$ cat config.mk
export PLATFORM = sky130hd
export DESIGN_NAME = bit_serializer_flat
export DESIGN_NICKNAME = d
export VERILOG_FILES = /design/src/rtl/bit_serializer_pkg.sv /design/src/rtl/bit_serializer_if.sv /design/src/rtl/bit_serializer_shreg.sv /design/src/rtl/bit_serializer.sv /design/src/flat_wrapper.sv
export SDC_FILE = /design/constraint.sdc
export NUM_CORES = 1
export LEC_CHECK = 0
export CAP_MARGIN = 20
export CORE_UTILIZATION = 30
export CTS_BUF_LIST = sky130_fd_sc_hd__clkbuf_16
export CTS_CLUSTER_DIAMETER = 80
export DETAILED_ROUTE_END_ITERATION = 8
export GPL_TIMING_DRIVEN = 1
export HOLD_SLACK_MARGIN = 0.15
export PLACE_DENSITY = 0.49
export SLEW_MARGIN = 20
export SYNTH_ARGS = -nofsm -noshare
export SYNTH_HDL_FRONTEND = slang
export SYNTH_SLANG_ARGS = --single-unit
$ cat constraint.sdc
create_clock -name clk -period 2.02 [get_ports clk]
set_input_delay 0.404 -clock clk [delete_from_list [all_inputs] [get_ports clk]]
set_output_delay 0.404 -clock clk [all_outputs]
set_load 0.02 [all_outputs]
$ cat src/rtl/bit_serializer_pkg.sv
// Shared types and constants for the bit serializer slice.
package bit_ser_pkg;

   typedef enum logic {
      IDLE  = 1'b0,
      SHIFT = 1'b1
   } state_e;

   localparam int unsigned DEFAULT_WIDTH = 8;

   // Counter width for 0..width-1, never narrower than one bit.
   function automatic int unsigned cnt_width(input int unsigned width);
      return (width > 2) ? $clog2(width) : 1;
   endfunction

endpackage

$ cat src/rtl/bit_serializer_if.sv
// Parallel-in / serial-out handshake bundle for bit_serializer.
interface bit_serializer_if
   import bit_ser_pkg::*;
#(
   parameter int unsigned WIDTH = DEFAULT_WIDTH
);

   logic [WIDTH-1:0] data_in;
   logic             data_valid;
   logic             data_ready;
   logic             msb_first;
   logic             ser_out;
   logic             ser_valid;
   logic             busy;

   modport master (
      output data_in,
      output data_valid,
      output msb_first,
      input  data_ready,
      input  ser_out,
      input  ser_valid,
      input  busy
   );

   modport slave (
      input  data_in,
      input  data_valid,
      input  msb_first,
      output data_ready,
      output ser_out,
      output ser_valid,
      output busy
   );

endinterface

$ cat src/rtl/bit_serializer_shreg.sv
// Shift register, bit counter and bit-order select; ser_bit is always the register MSB.
module bit_ser_shreg
   import bit_ser_pkg::*;
#(
   parameter int unsigned WIDTH    = DEFAULT_WIDTH,
   parameter logic        IDLE_BIT = 1'b0
) (
   input  logic             clk,
   input  logic             reset,
   input  logic             load,
   input  logic             shift,
   input  logic [WIDTH-1:0] load_data,
   input  logic             load_msb_first,
   output logic             ser_bit,
   output logic             last_bit
);

   localparam int unsigned    CW       = cnt_width(WIDTH);
   localparam logic [CW-1:0]  LAST_CNT = CW'(WIDTH - 1);

   logic [WIDTH-1:0] sreg_q;
   logic [WIDTH-1:0] sreg_d;
   logic [WIDTH-1:0] load_ordered;
   logic [CW-1:0]    bit_cnt_q;
   logic [CW-1:0]    bit_cnt_d;

   always_comb begin
      load_ordered = load_data;
      if (!load_msb_first) begin
         for (int unsigned i = 0; i < WIDTH; i++) begin
            load_ordered[i] = load_data[WIDTH-1-i];
         end
      end
   end

   // Shifting in IDLE_BIT means the register drains to the idle level by itself,
   // so ser_bit needs no output mux once the last bit has gone out.
   always_comb begin
      sreg_d    = sreg_q;
      bit_cnt_d = bit_cnt_q;
      if (load) begin
         sreg_d    = load_ordered;
         bit_cnt_d = '0;
      end else if (shift) begin
         sreg_d    = {sreg_q[WIDTH-2:0], IDLE_BIT};
         bit_cnt_d = (bit_cnt_q == LAST_CNT) ? '0 : bit_cnt_q + 1'b1;
      end
   end

   always_ff @(posedge clk) begin
      if (reset) begin
         sreg_q    <= {WIDTH{IDLE_BIT}};
         bit_cnt_q <= '0;
      end else begin
         sreg_q    <= sreg_d;
         bit_cnt_q <= bit_cnt_d;
      end
   end

   assign ser_bit  = sreg_q[WIDTH-1];
   assign last_bit = (bit_cnt_q == LAST_CNT);

endmodule

$ cat src/rtl/bit_serializer.sv
// Word-to-bit-stream serializer: IDLE/SHIFT FSM with a one-word holding register.
module bit_serializer
   import bit_ser_pkg::*;
#(
   parameter int unsigned WIDTH    = DEFAULT_WIDTH,
   parameter logic        IDLE_BIT = 1'b0
) (
   input  logic                   clk,
   input  logic                   reset,
   bit_serializer_if.slave        bus
);

   state_e           state_q;
   state_e           state_d;
   logic [WIDTH-1:0] hold_q;
   logic [WIDTH-1:0] hold_d;
   logic             hold_msb_q;
   logic             hold_msb_d;
   logic             hold_full_q;
   logic             hold_full_d;
   logic             ser_valid_q;
   logic             ser_valid_d;
   logic             busy_q;
   logic             busy_d;
   logic             data_ready_q;
   logic             data_ready_d;

   logic             accept;
   logic             last_bit;
   logic             ser_bit;
   logic             sh_load;
   logic             sh_shift;
   logic [WIDTH-1:0] sh_data;
   logic             sh_msb_first;

   // data_ready_q mirrors !hold_full_q, so a transfer that frees the holding
   // register cannot also admit a new word on the same edge.
   assign accept = bus.data_valid && data_ready_q;

   always_comb begin
      state_d      = state_q;
      hold_d       = hold_q;
      hold_msb_d   = hold_msb_q;
      hold_full_d  = hold_full_q;
      sh_load      = 1'b0;
      sh_data      = bus.data_in;
      sh_msb_first = bus.msb_first;

      case (state_q)
         IDLE: begin
            if (accept) begin
               sh_load = 1'b1;
               state_d = SHIFT;
            end
         end
         SHIFT: begin
            if (last_bit) begin
               if (hold_full_q) begin
                  sh_load      = 1'b1;
                  sh_data      = hold_q;
                  sh_msb_first = hold_msb_q;
                  hold_d       = '0;
                  hold_full_d  = 1'b0;
               end else if (accept) begin
                  sh_load = 1'b1;
               end else begin
                  state_d = IDLE;
               end
            end else if (accept) begin
               hold_d      = bus.data_in;
               hold_msb_d  = bus.msb_first;
               hold_full_d = 1'b1;
            end
         end
         default: state_d = IDLE;
      endcase

      sh_shift     = (state_q == SHIFT) && !sh_load;
      ser_valid_d  = (state_d == SHIFT);
      busy_d       = (state_d == SHIFT) || hold_full_d;
      data_ready_d = !hold_full_d;
   end

   always_ff @(posedge clk) begin
      if (reset) begin
         state_q      <= IDLE;
         hold_q       <= '0;
         hold_msb_q   <= 1'b0;
         hold_full_q  <= 1'b0;
         ser_valid_q  <= 1'b0;
         busy_q       <= 1'b0;
         data_ready_q <= 1'b1;
      end else begin
         state_q      <= state_d;
         hold_q       <= hold_d;
         hold_msb_q   <= hold_msb_d;
         hold_full_q  <= hold_full_d;
         ser_valid_q  <= ser_valid_d;
         busy_q       <= busy_d;
         data_ready_q <= data_ready_d;
      end
   end

   bit_ser_shreg #(
      .WIDTH    (WIDTH),
      .IDLE_BIT (IDLE_BIT)
   ) u_shreg (
      .clk            (clk),
      .reset          (reset),
      .load           (sh_load),
      .shift          (sh_shift),
      .load_data      (sh_data),
      .load_msb_first (sh_msb_first),
      .ser_bit        (ser_bit),
      .last_bit       (last_bit)
   );

   assign bus.ser_out    = ser_bit;
   assign bus.ser_valid  = ser_valid_q;
   assign bus.busy       = busy_q;
   assign bus.data_ready = data_ready_q;

endmodule

$ cat src/flat_wrapper.sv
// flat-port wrapper written by rule: the top's interface ports become plain ports
module bit_serializer_flat import bit_ser_pkg::*;
#(
   parameter int unsigned WIDTH    = DEFAULT_WIDTH,
   parameter logic        IDLE_BIT = 1'b0
)
  (clk, reset, bus_data_in, bus_data_valid, bus_msb_first, bus_data_ready, bus_ser_out, bus_ser_valid, bus_busy);
  bit_serializer_if #(.WIDTH(WIDTH)) bus_i ();
  input  logic clk;
  input  logic reset;
  input wire logic [$bits(bus_i.data_in)-1:0] bus_data_in;
  input wire logic [$bits(bus_i.data_valid)-1:0] bus_data_valid;
  input wire logic [$bits(bus_i.msb_first)-1:0] bus_msb_first;
  output wire logic [$bits(bus_i.data_ready)-1:0] bus_data_ready;
  output wire logic [$bits(bus_i.ser_out)-1:0] bus_ser_out;
  output wire logic [$bits(bus_i.ser_valid)-1:0] bus_ser_valid;
  output wire logic [$bits(bus_i.busy)-1:0] bus_busy;
  assign bus_i.data_in = bus_data_in;
  assign bus_i.data_valid = bus_data_valid;
  assign bus_i.msb_first = bus_msb_first;
  assign bus_data_ready = bus_i.data_ready;
  assign bus_ser_out = bus_i.ser_out;
  assign bus_ser_valid = bus_i.ser_valid;
  assign bus_busy = bus_i.busy;
  bit_serializer #(.WIDTH(WIDTH), .IDLE_BIT(IDLE_BIT)) u_core (.clk(clk), .reset(reset), .bus(bus_i));
endmodule
==> metrics.yaml <==
floorplan:
  io_pins: 16
  die_y_um: 67.8
  core-area_um2: 4090
  rows: 23
  die_w_um: 67.8
  dieArea_um2: 4600
  start_util: 0.318
clock_tree:
  clockBufferDepth: 2
  postCtsSetupRepairBufs: 0
  insertion_delay_ps: 250
  clk_pin_slew_ps: 60
  clock_sinks: 24
  cts-root-buf: "clkbuf_16"
  cts_tree: "yes"
  h-tree-depth: 1
  cts-buffers-inserted: 3
synthesis:
  synth.distinct_cells: 34
  syn-num-nets: 162
  synthTopCellsByArea: "dfxtp_1, a21oi_1, mux2i_1"
  syn_inst: 148
  synth_top_cell_area_share: 0.370
  async_flop_share: 0
  ys.flop_type: "dfxtp_1"
  synth-seq-area-share: 0.370
  syn_avg_cell_area_um2: 8.78
  ys_seq_elements: 24
  synth_edf_count: 0
  syn_area_um2: 1300
  synth_area_leader_cell: "dfxtp_1"
  synth_warnings: 0
  synth_most_common_cell: "a21oi_1"
  yosys-top-cells-count: "a21oi_1, dfxtp_1, nor2_1"
placed_design:
  dp_hpwl_mm: 2.24
  gp_congestion: 0.762
  io_buffers: 15
detailed_routing:
  met2_length_mm: 1.41
  drc: 0
  via_count: 1095
  met3WireLength_um: 108
  wl_met1_mm: 1.40
  viasPerCell: 5.14
  antenna_left: 0
  wirelength_mm: 2.95
  top_layer_used: "met4"
  drt_iter0_drc: 43
  wl_per_cell_um: 13.8
  dr.pass1.iters: 4
setup_path:
  crit_chain: "clkdlybuf4s50_1"
  cp_max_fo: 9
  max_stage_delay_ps: 660
  worstPathArrival_ps: 1380
  critPathBufInv: 1
  end_kind: "output pin"
  critPathTopFamily: "buffers and inverters"
  cp-start-kind: "register"
  crit_required_ps: 1620
  worst-setup-path-type: "register to output pin"
  crit_slowest_cell: "clkdlybuf4s50_1"
timing:
  clock_skew_ps: 1.83
  period_needed_ps: 1780
  hold_viol: 0
  setup_viol: 0
  rsz0062_at_grt: "false"
  worstMarginPinSlew_ps: 411
  tns_ps: 0
  drv_slew: 0
  fmaxAchievable_mhz: 561
  slew_headroom: 0.726
  fin_crit_sh: 0.883
worst_hold_path:
  hp-class: "register to register"
power_and_ir_drop:
  swShare: 0.254
  clockPowerShare: 0.350
  cellPowerDensity_nw_per_um2: 745
  share_seq_of_total_power: 0.455
  peakVddDrop_mv: 0.650
  power.leakage_uw: 0.000598
  combPwrFrac: 0.194
  p_switching_uw: 302
  power.internal_uw: 886
layout:
  num-fill-cells: 432
  antenna_cells: 0
  fin_nets: 179
  layout-drive-gt1-share: 0.141
  finish.utilization: 0.390
  area_growth_pct: 22.7
run:
  maxCapViolCount: 0
global_routing:
  antenna_found_initial: 0
  grt_pass1_wl_mm: 4.94
  grt_pass1_vias: 1094
  grt_overflow: 0
  grt_max_degree: 17
  grt.total_usage: 0.147
run_status:
  status: "finished, final reports clean"
-- sequential cells by signal (all words and copies together) (netlist names) --
name	count
u_core.bus.data_ready	1
u_core.hold_q	8
u_core.bus.busy	1
u_core.u_shreg.bit_cnt_q	3
u_core.bus.ser_valid	1
u_core.hold_msb_q	1
u_core.u_shreg.sreg_q	8
u_core.hold_full_q	1
-- routing by layer --
metal / vias up / global-route usage
li1: 564 / -
met1: 515 / 0.173
met2: 14 / 0.261
met3: 2 / 0.0439
met4: 0 / 0.0313
met5: - / 0
-- final cells by class --
type	instances	area, µm²	area share
inverter	4	15.0	0.00942
sequential	24	480	0.301
tap	50	62.6	0.0392
timing repair buffer	20	200	0.126
clock buffer	3	75.1	0.0471
multi-input combinational	112	761	0.477
-- power groups by stage --
stage          registers, µW  logic (µW)  clock network (µW)
2_1_floorplan            549         147                   0
3_3_place_gp             550         225                   0
3_5_place_dp             551         229                   0
4_1_cts                  540         230                 431
5_1_grt                  546         253                 455
6_report                 541         230                 416
-- cells in the final DEF, fill, tap and decap left out, drive strengths merged, types with 5 or more instances in the layout --
master | Yosys | routed
a21oi | 26 | 26
dfxtp | 24 | 24
clkdlybuf4s50 | 0 | 15
nor2 | 14 | 14
nand2b | 11 | 11
mux2i | 10 | 10
nand3 | 9 | 9
mux2 | 7 | 7
nand2 | 6 | 6
o21bai | 6 | 6
o22ai | 6 | 6
buf | 6 | 5
-- cell families after synthesis --
group | synth area share
AO/OA/AOI/OAI | 0.247
adder cells (fa/ha/maj) | 0.0193
flip-flops | 0.370
buffers and inverters | 0.0501
multiplexers | 0.138
AND/OR/NAND/NOR | 0.176
-- through the flow --
step	instance area, µm²	std cells	setup slack [ps]	hold WS, ps	total power [µW]
6_report	1590	213	237	467	1190
5_1_grt	1590	213	126	494	1250
3_3_place_gp	1510	210	170	456	775
3_5_place_dp	1510	210	122	464	779
4_1_cts	1590	213	153	473	1200
2_1_floorplan	1300	148	479	437	696
-- worst paths after layout --
path | from | to | slack (ps) | cells after the start
worst max register to register | u_core.u_shreg.bit_cnt_q[0]$_SDFFE_PP0P_ | u_core.hold_q[2]$_SDFFE_PP0P_ | 240 | 6
worst min register to register | u_core.u_shreg.sreg_q[0]$_SDFFE_PP0P_ | u_core.u_shreg.sreg_q[0]$_SDFFE_PP0P_ | 470 | 2
worst min-delay path | u_core.u_shreg.sreg_q[0]$_SDFFE_PP0P_ | u_core.u_shreg.sreg_q[0]$_SDFFE_PP0P_ | 470 | 2
worst max-delay path | u_core.bus.ser_valid$_SDFF_PP0_ | bus_ser_valid | 240 | 1
-- what timing repair did --
action                                  CTS  global route
hold buffers                              0             0
endpoints found under the setup margin    0             2
hold endpoints to repair                  0             0
gates resized for setup                   0             1
Power figures use the tool's default switching activity.
